## src/rtl/mfcc_frame_scheduler_if.sv

```systemverilog
// mfcc_frame_scheduler_if
//   Bundles the control, handshake and status signals between the MFCC frame
//   scheduler and the rest of the pipeline (window buffer, Hamming, FFT, Mel,
//   DCT stages and the software-visible status).
//   master : the scheduler side (drives starts, strobes and status).
//   slave  : the pipeline/software side (drives enable, clear, frame_avail
//            and the stage done pulses).
interface mfcc_frame_scheduler_if #(
  parameter int FRAME_CNT_WIDTH = 16,
  parameter int OVR_CNT_WIDTH   = 8
);
  logic                       enable_i;
  logic                       clear_i;
  logic                       frame_avail_i;
  logic                       start_move_o;
  logic                       hamming_start_o;
  logic                       hamming_done_i;
  logic                       fft_start_o;
  logic                       fft_done_i;
  logic                       mel_start_o;
  logic                       mel_done_i;
  logic                       dct_start_o;
  logic                       dct_done_i;
  logic                       busy_o;
  logic [2:0]                 stage_o;
  logic                       frame_done_o;
  logic [FRAME_CNT_WIDTH-1:0] frame_count_o;
  logic                       overrun_o;
  logic [OVR_CNT_WIDTH-1:0]   overrun_count_o;
  logic                       timeout_o;
  logic [2:0]                 error_stage_o;

  modport master (
    input  enable_i, clear_i, frame_avail_i,
    input  hamming_done_i, fft_done_i, mel_done_i, dct_done_i,
    output start_move_o, hamming_start_o, fft_start_o, mel_start_o, dct_start_o,
    output busy_o, stage_o, frame_done_o, frame_count_o,
    output overrun_o, overrun_count_o, timeout_o, error_stage_o
  );

  modport slave (
    output enable_i, clear_i, frame_avail_i,
    output hamming_done_i, fft_done_i, mel_done_i, dct_done_i,
    input  start_move_o, hamming_start_o, fft_start_o, mel_start_o, dct_start_o,
    input  busy_o, stage_o, frame_done_o, frame_count_o,
    input  overrun_o, overrun_count_o, timeout_o, error_stage_o
  );
endinterface

```

## src/rtl/mfcc_frame_scheduler.sv

```systemverilog
// mfcc_frame_scheduler
//   Central sequencer of the MFCC frame pipeline. A frame-ready pulse from the
//   window buffer launches a frame; the scheduler then pulses the Hamming, FFT,
//   Mel and DCT start strobes in turn, each after the previous stage's done.
//   The window-advance strobe is issued with the FFT start. A per-stage
//   watchdog drops the sequencer into ERR if a stage hangs; frame overruns are
//   counted. ERR is left only via clear.
// Ports:
//   clk  : rising-edge clock
//   rst  : asynchronous active-high reset
//   bus  : mfcc_frame_scheduler_if.master (control inputs, stage handshakes,
//          frame/overrun/timeout status)
module mfcc_frame_scheduler #(
  parameter int FRAME_CNT_WIDTH = 16,
  parameter int OVR_CNT_WIDTH   = 8,
  parameter int TIMEOUT_CYCLES  = 65535,
  parameter int TO_WIDTH        = 17
) (
  input  logic                  clk,
  input  logic                  rst,
  mfcc_frame_scheduler_if.master bus
);

  typedef enum logic [2:0] {
    IDLE = 3'd0,
    HAM  = 3'd1,
    FFT  = 3'd2,
    MEL  = 3'd3,
    DCT  = 3'd4,
    ERR  = 3'd7
  } state_t;

  state_t                     state_reg, state_next;
  logic [TO_WIDTH-1:0]        watchdog_reg;
  logic                       pending_reg;

  logic                       start_move_reg;
  logic                       hamming_start_reg;
  logic                       fft_start_reg;
  logic                       mel_start_reg;
  logic                       dct_start_reg;
  logic                       frame_done_reg;
  logic [FRAME_CNT_WIDTH-1:0] frame_count_reg;
  logic                       overrun_reg;
  logic [OVR_CNT_WIDTH-1:0]   ovr_count_reg;
  logic                       timeout_reg;
  logic [2:0]                 error_stage_reg;

  logic launch;
  logic stage_done;
  logic wd_expired;
  logic timeout_hit;
  logic overrun_ev;

  // Done of the current stage only; a done coinciding with its own start
  // pulse belongs to a previous use of the stage and is dropped.
  always_comb begin
    stage_done = 1'b0;
    case (state_reg)
      HAM:     stage_done = bus.hamming_done_i & ~hamming_start_reg;
      FFT:     stage_done = bus.fft_done_i     & ~fft_start_reg;
      MEL:     stage_done = bus.mel_done_i     & ~mel_start_reg;
      DCT:     stage_done = bus.dct_done_i     & ~dct_start_reg;
      default: stage_done = 1'b0;
    endcase
  end

  // Watchdog counts 0 in the start cycle, so a stage may stay busy for
  // exactly TIMEOUT_CYCLES cycles before the switch to ERR.
  assign wd_expired = (watchdog_reg == TO_WIDTH'(TIMEOUT_CYCLES - 1));

  always_comb begin
    state_next  = state_reg;
    launch      = 1'b0;
    timeout_hit = 1'b0;
    case (state_reg)
      IDLE: begin
        if (bus.enable_i && (pending_reg || bus.frame_avail_i)) begin
          launch     = 1'b1;
          state_next = HAM;
        end
      end
      HAM: begin
        if (stage_done) begin
          state_next = FFT;
        end else if (wd_expired) begin
          state_next  = ERR;
          timeout_hit = 1'b1;
        end
      end
      FFT: begin
        if (stage_done) begin
          state_next = MEL;
        end else if (wd_expired) begin
          state_next  = ERR;
          timeout_hit = 1'b1;
        end
      end
      MEL: begin
        if (stage_done) begin
          state_next = DCT;
        end else if (wd_expired) begin
          state_next  = ERR;
          timeout_hit = 1'b1;
        end
      end
      DCT: begin
        if (stage_done) begin
          state_next = IDLE;
        end else if (wd_expired) begin
          state_next  = ERR;
          timeout_hit = 1'b1;
        end
      end
      ERR: begin
        if (bus.clear_i) begin
          state_next = IDLE;
        end
      end
      default: state_next = IDLE;
    endcase
  end

  // A second frame arriving while one is already queued is lost.
  assign overrun_ev = bus.frame_avail_i & pending_reg & ~launch;

  always_ff @(posedge clk or posedge rst) begin
    if (rst) begin
      state_reg    <= IDLE;
      watchdog_reg <= '0;
      pending_reg  <= 1'b0;
    end else begin
      state_reg <= state_next;

      if (state_next != state_reg) begin
        watchdog_reg <= '0;
      end else if (state_reg inside {HAM, FFT, MEL, DCT}) begin
        watchdog_reg <= watchdog_reg + TO_WIDTH'(1);
      end

      // On a launch the queued frame is consumed; a frame arriving in the
      // same cycle stays queued only if it is not the one being launched.
      if (state_reg == ERR && bus.clear_i) begin
        pending_reg <= 1'b0;
      end else if (launch) begin
        pending_reg <= pending_reg & bus.frame_avail_i;
      end else begin
        pending_reg <= pending_reg | bus.frame_avail_i;
      end
    end
  end

  always_ff @(posedge clk or posedge rst) begin
    if (rst) begin
      start_move_reg    <= 1'b0;
      hamming_start_reg <= 1'b0;
      fft_start_reg     <= 1'b0;
      mel_start_reg     <= 1'b0;
      dct_start_reg     <= 1'b0;
      frame_done_reg    <= 1'b0;
      frame_count_reg   <= '0;
      overrun_reg       <= 1'b0;
      ovr_count_reg     <= '0;
      timeout_reg       <= 1'b0;
      error_stage_reg   <= 3'd0;
    end else begin
      hamming_start_reg <= launch;
      // Window frame is consumed once Hamming is finished with it.
      start_move_reg    <= (state_reg == HAM) && (state_next == FFT);
      fft_start_reg     <= (state_reg == HAM) && (state_next == FFT);
      mel_start_reg     <= (state_reg == FFT) && (state_next == MEL);
      dct_start_reg     <= (state_reg == MEL) && (state_next == DCT);
      frame_done_reg    <= (state_reg == DCT) && (state_next == IDLE);

      if ((state_reg == DCT) && (state_next == IDLE)) begin
        frame_count_reg <= frame_count_reg + FRAME_CNT_WIDTH'(1);
      end

      if (bus.clear_i) begin
        overrun_reg   <= 1'b0;
        ovr_count_reg <= '0;
      end else if (overrun_ev) begin
        overrun_reg <= 1'b1;
        if (ovr_count_reg != '1) begin
          ovr_count_reg <= ovr_count_reg + OVR_CNT_WIDTH'(1);
        end
      end

      // A fresh timeout must be recorded even if clear arrives with it.
      if (timeout_hit) begin
        timeout_reg     <= 1'b1;
        error_stage_reg <= state_reg;
      end else if (bus.clear_i) begin
        timeout_reg     <= 1'b0;
        error_stage_reg <= 3'd0;
      end
    end
  end

  assign bus.start_move_o    = start_move_reg;
  assign bus.hamming_start_o = hamming_start_reg;
  assign bus.fft_start_o     = fft_start_reg;
  assign bus.mel_start_o     = mel_start_reg;
  assign bus.dct_start_o     = dct_start_reg;
  assign bus.busy_o          = (state_reg != IDLE);
  assign bus.stage_o         = state_reg;
  assign bus.frame_done_o    = frame_done_reg;
  assign bus.frame_count_o   = frame_count_reg;
  assign bus.overrun_o       = overrun_reg;
  assign bus.overrun_count_o = ovr_count_reg;
  assign bus.timeout_o       = timeout_reg;
  assign bus.error_stage_o   = error_stage_reg;

endmodule

```

## src/flat_wrapper.sv

```systemverilog
// flat-port wrapper written by rule: the top's interface ports become plain ports
module mfcc_frame_scheduler_flat 
#(
  parameter int FRAME_CNT_WIDTH = 16,
  parameter int OVR_CNT_WIDTH   = 8,
  parameter int TIMEOUT_CYCLES  = 65535,
  parameter int TO_WIDTH        = 17
)
  (clk, rst, bus_enable_i, bus_clear_i, bus_frame_avail_i, bus_hamming_done_i, bus_fft_done_i, bus_mel_done_i, bus_dct_done_i, bus_start_move_o, bus_hamming_start_o, bus_fft_start_o, bus_mel_start_o, bus_dct_start_o, bus_busy_o, bus_stage_o, bus_frame_done_o, bus_frame_count_o, bus_overrun_o, bus_overrun_count_o, bus_timeout_o, bus_error_stage_o);
  mfcc_frame_scheduler_if #(.FRAME_CNT_WIDTH(FRAME_CNT_WIDTH), .OVR_CNT_WIDTH(OVR_CNT_WIDTH)) bus_i ();
  input  logic clk;
  input  logic rst;
  input wire logic [$bits(bus_i.enable_i)-1:0] bus_enable_i;
  input wire logic [$bits(bus_i.clear_i)-1:0] bus_clear_i;
  input wire logic [$bits(bus_i.frame_avail_i)-1:0] bus_frame_avail_i;
  input wire logic [$bits(bus_i.hamming_done_i)-1:0] bus_hamming_done_i;
  input wire logic [$bits(bus_i.fft_done_i)-1:0] bus_fft_done_i;
  input wire logic [$bits(bus_i.mel_done_i)-1:0] bus_mel_done_i;
  input wire logic [$bits(bus_i.dct_done_i)-1:0] bus_dct_done_i;
  output wire logic [$bits(bus_i.start_move_o)-1:0] bus_start_move_o;
  output wire logic [$bits(bus_i.hamming_start_o)-1:0] bus_hamming_start_o;
  output wire logic [$bits(bus_i.fft_start_o)-1:0] bus_fft_start_o;
  output wire logic [$bits(bus_i.mel_start_o)-1:0] bus_mel_start_o;
  output wire logic [$bits(bus_i.dct_start_o)-1:0] bus_dct_start_o;
  output wire logic [$bits(bus_i.busy_o)-1:0] bus_busy_o;
  output wire logic [$bits(bus_i.stage_o)-1:0] bus_stage_o;
  output wire logic [$bits(bus_i.frame_done_o)-1:0] bus_frame_done_o;
  output wire logic [$bits(bus_i.frame_count_o)-1:0] bus_frame_count_o;
  output wire logic [$bits(bus_i.overrun_o)-1:0] bus_overrun_o;
  output wire logic [$bits(bus_i.overrun_count_o)-1:0] bus_overrun_count_o;
  output wire logic [$bits(bus_i.timeout_o)-1:0] bus_timeout_o;
  output wire logic [$bits(bus_i.error_stage_o)-1:0] bus_error_stage_o;
  assign bus_i.enable_i = bus_enable_i;
  assign bus_i.clear_i = bus_clear_i;
  assign bus_i.frame_avail_i = bus_frame_avail_i;
  assign bus_i.hamming_done_i = bus_hamming_done_i;
  assign bus_i.fft_done_i = bus_fft_done_i;
  assign bus_i.mel_done_i = bus_mel_done_i;
  assign bus_i.dct_done_i = bus_dct_done_i;
  assign bus_start_move_o = bus_i.start_move_o;
  assign bus_hamming_start_o = bus_i.hamming_start_o;
  assign bus_fft_start_o = bus_i.fft_start_o;
  assign bus_mel_start_o = bus_i.mel_start_o;
  assign bus_dct_start_o = bus_i.dct_start_o;
  assign bus_busy_o = bus_i.busy_o;
  assign bus_stage_o = bus_i.stage_o;
  assign bus_frame_done_o = bus_i.frame_done_o;
  assign bus_frame_count_o = bus_i.frame_count_o;
  assign bus_overrun_o = bus_i.overrun_o;
  assign bus_overrun_count_o = bus_i.overrun_count_o;
  assign bus_timeout_o = bus_i.timeout_o;
  assign bus_error_stage_o = bus_i.error_stage_o;
  mfcc_frame_scheduler #(.FRAME_CNT_WIDTH(FRAME_CNT_WIDTH), .OVR_CNT_WIDTH(OVR_CNT_WIDTH), .TIMEOUT_CYCLES(TIMEOUT_CYCLES), .TO_WIDTH(TO_WIDTH)) u_core (.clk(clk), .rst(rst), .bus(bus_i));
endmodule
```

## config.mk

```make
export PLATFORM = sky130hd
export DESIGN_NAME = mfcc_frame_scheduler_flat
export DESIGN_NICKNAME = d
export VERILOG_FILES = /design/src/rtl/mfcc_frame_scheduler_if.sv /design/src/rtl/mfcc_frame_scheduler.sv /design/src/flat_wrapper.sv
export SDC_FILE = /design/constraint.sdc
export NUM_CORES = 1
export LEC_CHECK = 0
export CAP_MARGIN = 5
export CORE_MARGIN = 4
export CORE_UTILIZATION = 25
export CTS_CLUSTER_SIZE = 12
export DETAILED_ROUTE_END_ITERATION = 16
export PLACE_DENSITY = 0.5
export SLEW_MARGIN = 20
export SYNTH_ARGS = -nofsm -noshare
export SYNTH_HDL_FRONTEND = slang
export SYNTH_SLANG_ARGS = --single-unit
```

## constraint.sdc

```tcl
create_clock -name clk -period 1.85 [get_ports clk]
set_clock_uncertainty 0.05 [all_clocks]
set_input_delay 0.2775 -clock clk [delete_from_list [all_inputs] [get_ports clk]]
set_output_delay 0.2775 -clock clk [all_outputs]
set_load 0.01 [all_outputs]
```

# Yosys cells after proc, flatten, opt, wreduce, memory -nomap -nowiden

Index checks and enable logic that the tools add are counted.

Reductions and logical operators: 17
Bitwise operators: 12
Add/subtract/negate cells: 3
Equal/unequal tests: 11
Multiplexer cells: 27

Operators by type and width:

| operator                                        | count |
|---|---|
| 2-to-1 mux 17 bit                               | 2 |
| 2-to-1 mux 3 bit                                | 9 |
| 2-to-1 mux 8 bit                                | 3 |
| one-hot mux 3 bit (6 select lines)              | 1 |
| adder 17 x 1 -> 17 bit, second input constant   | 1 |
| == test 17 x 16 -> 1 bit, second input constant | 1 |
| adder 16 x 1 -> 16 bit, second input constant   | 1 |
| == test 3 x 2 -> 1 bit, second input constant   | 4 |
| 2-to-1 mux 1 bit                                | 11 |
| == test 3 bit, second input constant            | 3 |
| adder 8 x 1 -> 8 bit, second input constant     | 1 |
| != test 8 bit, second input constant            | 1 |
| nonzero test 2 bit                              | 4 |
| AND 1 bit                                       | 6 |
| logical AND 1 bit                               | 6 |
| logical NOT 3 bit                               | 2 |
| inverter 1 bit                                  | 5 |
| one-hot mux 1 bit (4 select lines)              | 1 |
| nonzero test 4 bit                              | 1 |
| OR reduction 4 bit                              | 1 |
| == test 3 x 1 -> 1 bit, second input constant   | 1 |
| != test 3 bit                                   | 1 |
| nonzero test 3 bit                              | 1 |
| AND reduction 2 bit                             | 1 |
| other kinds (2)                                 | 2 |

Output and inout bits: 39
Word-level logic and storage cells: 83
Input bits: 9
Register bits: 55

# Logic depth before layout (Yosys ltp)

Word-level depth: 8
Gate-level depth with buffers: 8
Depth with buffers taken out: 8

# Worst setup path after synthesis

No wires, ideal clock.

Path type: reg-to-reg
Start: register u_core.state_reg[0], in the netlist u_core.bus.stage_o[0]
End: register u_core.frame_count_reg[11], in the netlist u_core.bus.frame_count_o[11]
Buffers on the path: 1
Cell stages (with the launch flop): 8
Arrival: 1.806 ns
Library setup time: 0.125 ns
Required time: 1.675 ns
Setup slack: -0.131 ns
Period minus slack after synthesis: 1.981 ns
Path through: dfrtp_1 buf_6 or3b_4 nor3_4 and3_4 and3_1 nand3_1 xnor2_1

Longest elaborated chain between the ends: 6
Elaborated cells on any way between the ends: 17
Classes of those cells: eq/ne: 5; mux: 9; reduce/logical: 3

RTL lines:

| element                               | line                                                                                | text |
|---|---|---|
| start: declaration                    | mfcc_frame_scheduler.sv:33                                                          | `state_t state_reg, state_next;` |
| start signal: assignment              | mfcc_frame_scheduler.sv:133                                                         | `state_reg <= state_next;` |
| == test 3 bit (tied with other cells) | mfcc_frame_scheduler.sv:59, mfcc_frame_scheduler.sv:76, mfcc_frame_scheduler.sv:175 |  |
| one-hot mux 1 bit (4 select lines)    | mfcc_frame_scheduler.sv:59                                                          | `case (state_reg)` |
| 2-to-1 mux 3 bit (on tied branches)   | -                                                                                   |  |
| one-hot mux 3 bit (6 select lines)    | mfcc_frame_scheduler.sv:76                                                          | `case (state_reg)` |
| logical NOT 3 bit                     | mfcc_frame_scheduler.sv:175                                                         | `if ((state_reg == DCT) && (state_next == IDLE)) begin` |
| logical AND 1 bit (*)                 | mfcc_frame_scheduler.sv:175                                                         |  |
| end signal: assignment                | mfcc_frame_scheduler.sv:176                                                         | `frame_count_reg <= frame_count_reg + FRAME_CNT_WIDTH'(1);` |
| end: declaration                      | mfcc_frame_scheduler.sv:43                                                          | `logic [FRAME_CNT_WIDTH-1:0] frame_count_reg;` |

Mark *: on every way between the ends. The rest lies on a longest branch, timed or not.
A chain may end at the register's enable or synchronous reset.

# Worst setup path in the final report

Start: register u_core.state_reg[0], in the netlist u_core.bus.stage_o[0]
End: register u_core.frame_count_reg[13], in the netlist u_core.bus.frame_count_o[13]

The elaborated chain is that of the path after synthesis.

==> results.py <==
metrics = {
    "logic_synthesis": {
        "synth-seq-area-share_pct": 50.41,
        "ys.flop_type": "dfrtp_1",
        "synth_top_area_share_pct": 50.41,
        "synth_edf_count": 0,
        "netlist_instances": 267,
        "ys_types": 51,
        "synthArstFlopShare_pct": 100.0,
        "syn-num-nets": 280,
        "synthTopCellsByArea": "dfrtp_1 50%, xnor2_1 6.4%, xor2_1 5.8%",
        "synth-seq-cells": 55,
        "synth_area_um2": 2730,
        "yosys.area.top_type": "dfrtp_1",
        "syn_avg_cell_area_um2": 10.23,
        "yosys_warnings": 0,
    },
    "timing": {
        "drv_slew": 0,
        "max-slew-margin-rel_pct": 79.40,
        "setup-tns-final_ns": -1.687,
        "finalSetupViolations": 34,
        "period_minus_slack_ns": 1.999,
        "final-hold-violation-count": 0,
        "max_clock_freq_mhz": 500.2,
        "worst_pin_slew_ns": 0.3052,
        "worst_slack_ns": -0.1493,
        "min_period_over_period_pct": 108.1,
        "rsz0062_at_grt": "true",
    },
    "critical_path": {
        "critPathRequiredTime_ns": 1.99,
        "path_class": "reg2reg",
        "worst_setup_path_start_kind": "flip-flop",
        "cp_max_fo": 6,
        "crit_path_max_incr_delay_ns": 0.43,
        "path_cells": "buf_12, or3b_4, nor3_4, and3_4, and3_4, nand3_2, xnor2_1",
        "crit_path_top_delay_cell": "dfrtp_2",
        "path_common_cell": "and3_4",
        "end_kind": "flip-flop",
        "worstPathArrival_ns": 2.14,
    },
    "die": {
        "die_width_um": 112.5,
        "die_y_um": 112.5,
        "start_util_pct": 26.09,
        "fp.dieArea_um2": 12660,
        "num_rows": 37,
        "pin_count": 48,
        "core_um2": 10460,
    },
    "clocking": {
        "cts_root_buffer": "clkbuf_8",
        "cts_num_sinks": 55,
        "clkTransAtPathRegs_ns": 0.09,
        "hold_buffers": 0,
        "numCtsBuffers": 5,
        "clkLatencyLatePin_ns": 0.30,
        "cts_buffer_depth": 2,
        "h-tree-depth": 2,
        "cts_tree": "done",
    },
    "route": {
        "vias_per_cell": 4.563,
        "wl_um": 6526,
        "wl_per_cell_um": 12.95,
        "drc": 0,
        "num_vias": 2300,
        "firstDrtPassIters": 4,
        "drtIter0Drc": 101,
        "ant_nets": 0,
    },
    "place": {
        "place_congestion": 0.8161,
        "port_buffers": 47,
        "postPlaceCellArea_um2": 3671,
        "hpwl_um": 4587,
    },
    "grt": {
        "use_met1_pct": 14.42,
        "antenna_found_initial": 0,
        "top_usage_layer": "met2",
        "grt_pass1_wl_um": 10880,
        "grt_max_degree": 56,
        "met3_usage_pct": 2.156,
        "grt_pass1_vias": 2229,
        "globalRouteOverflowTotal": 0,
        "track_usage_pct": 10.31,
        "grt_util_met2_pct": 16.01,
    },
    "finish": {
        "largest_register_ffs": 17,
        "final_layout_size_suffix_gt1_share_pct": 28.53,
        "final_design_area_no_fill_um2": 4130,
        "fin_util_pct": 39.48,
        "antenna_cells": 0,
        "final_nets": 380,
        "area_growth_pct": 51.28,
    },
    "status": {
        "violations": "negative setup slack",
        "status": "complete, but fails checks",
    },
    "power": {
        "cellLeakagePower_nw": 1.745,
        "power_mw": 4.982,
        "ir_worst_vdd_mv": 0.8413,
        "cellPowerDensity_nw_per_um2": 1206,
    },
    "run": {
        "maxCapViolations": 0,
    },
    "min_path": {
        "min_path_type": "in2async",
    },
}
==> area by class of cell <==
type | count | area [um^2]
Clock buffer | 6 | 82.58
Clock inverter | 2 | 35.03
Fill cell | 1062 | 6332
Inverter | 6 | 26.28
Multi-Input combinational cell | 199 | 1481
Sequential cell | 55 | 1379
Tap cell | 136 | 170.2
Timing Repair Buffer | 100 | 955.9
==> worst max-delay path: cells and delay by family, from the launching register on <==
| kind | cells | cell delay (ns) |
|---|---|---|
| AND/OR/NAND/NOR | 5 | 1.14 |
| buffers and inverters | 1 | 0.14 |
| flip-flops | 1 | 0.43 |
| XOR/XNOR | 1 | 0.13 |
==> timing repair <==
action	CTS	global route
setup endpoints to repair	36	44
gates resized for setup	27	28
buffers inserted	6	8
pin swaps	20	16
endpoints found under the hold margin	0	0
gates cloned	0	0
==> kinds of logic after synthesis <==
kind of cell | Yosys count | synth area share (%)
AND/OR/NAND/NOR | 127 | 24.70
flip-flops | 55 | 50.41
XOR/XNOR | 39 | 12.79
AO/OA/AOI/OAI | 27 | 7.058
buffers and inverters | 13 | 2.429
adder cells (fa/ha/maj) | 4 | 1.833
multiplexers | 2 | 0.7791
==> worst paths after layout <==
kind,start,endpoint,slack (ns),cells after the start
worst max-delay path,u_core.bus.stage_o[0],u_core.bus.frame_count_o[13],-0.15,7
worst min register to register,u_core.bus.frame_count_o[15],u_core.bus.frame_count_o[15],0.42,1
worst min-delay path,rst,u_core.bus.frame_count_o[15],0.28,3
worst max register to register,u_core.bus.stage_o[0],u_core.bus.frame_count_o[13],-0.15,7
min in group clk,u_core.bus.frame_count_o[15],u_core.bus.frame_count_o[15],0.42,1
max in group asynchronous,rst,u_core.bus.stage_o[0],1.20,3
==> cells in the mapped netlist, types with 3 or more instances <==
cell,n
xor2_1,18
ha_1,4
nand3_1,13
nand4_1,14
a21oi_1,4
a31oi_1,3
and2_1,3
nor2_1,38
nor2b_1,3
nand2_1,29
inv_1,6
dfrtp_1,55
o21ai_0,5
xnor2_1,20
and3_1,7
==> power breakdown <==
part,internal [mW],total (mW),switching [mW]
Combinational,1.44,2.65,1.22
Sequential,1.35,1.50,0.150
Clock,0.439,0.825,0.386
==> layout by cell type (no fill, tap or decap), types with 2 or more instances in the layout <==
master / n
a21oi_1: 3
a31oi_1: 2
and2_1: 3
and3_1: 6
and3_4: 2
buf_12: 4
buf_4: 39
buf_6: 10
clkbuf_8: 6
clkdlybuf4s50_1: 46
dfrtp_1: 53
dfrtp_2: 2
ha_1: 4
inv_1: 4
nand2_1: 25
nand2_2: 3
nand3_1: 6
nand3_2: 6
nand4_1: 14
nand4b_1: 2
nor2_1: 35
nor2_4: 3
nor2b_4: 2
nor4_1: 2
nor4b_4: 2
o21ai_0: 3
xnor2_1: 20
xor2_1: 18
==> metal layers <==
metal | up-vias | part of all wire [%]
met5 | - | 0
met4 | 0 | 1.1
met2 | 40 | 47
met3 | 4 | 3.4
met1 | 1126 | 49
li1 | 1130 | -
==> stage by stage <==
stage / cells / setup WS, ns / hold WS [ns]
4_1_cts: 497 / -0.1504 / 0.2913
6_report: 504 / -0.1493 / 0.2805
3_3_place_gp: 483 / -0.3374 / 0.4089
3_5_place_dp: 483 / -0.3388 / 0.4146
5_1_grt: 504 / -0.2040 / 0.3103
2_1_floorplan: 267 / -0.1309 / 0.4229
Power figures use the tool's default switching activity.
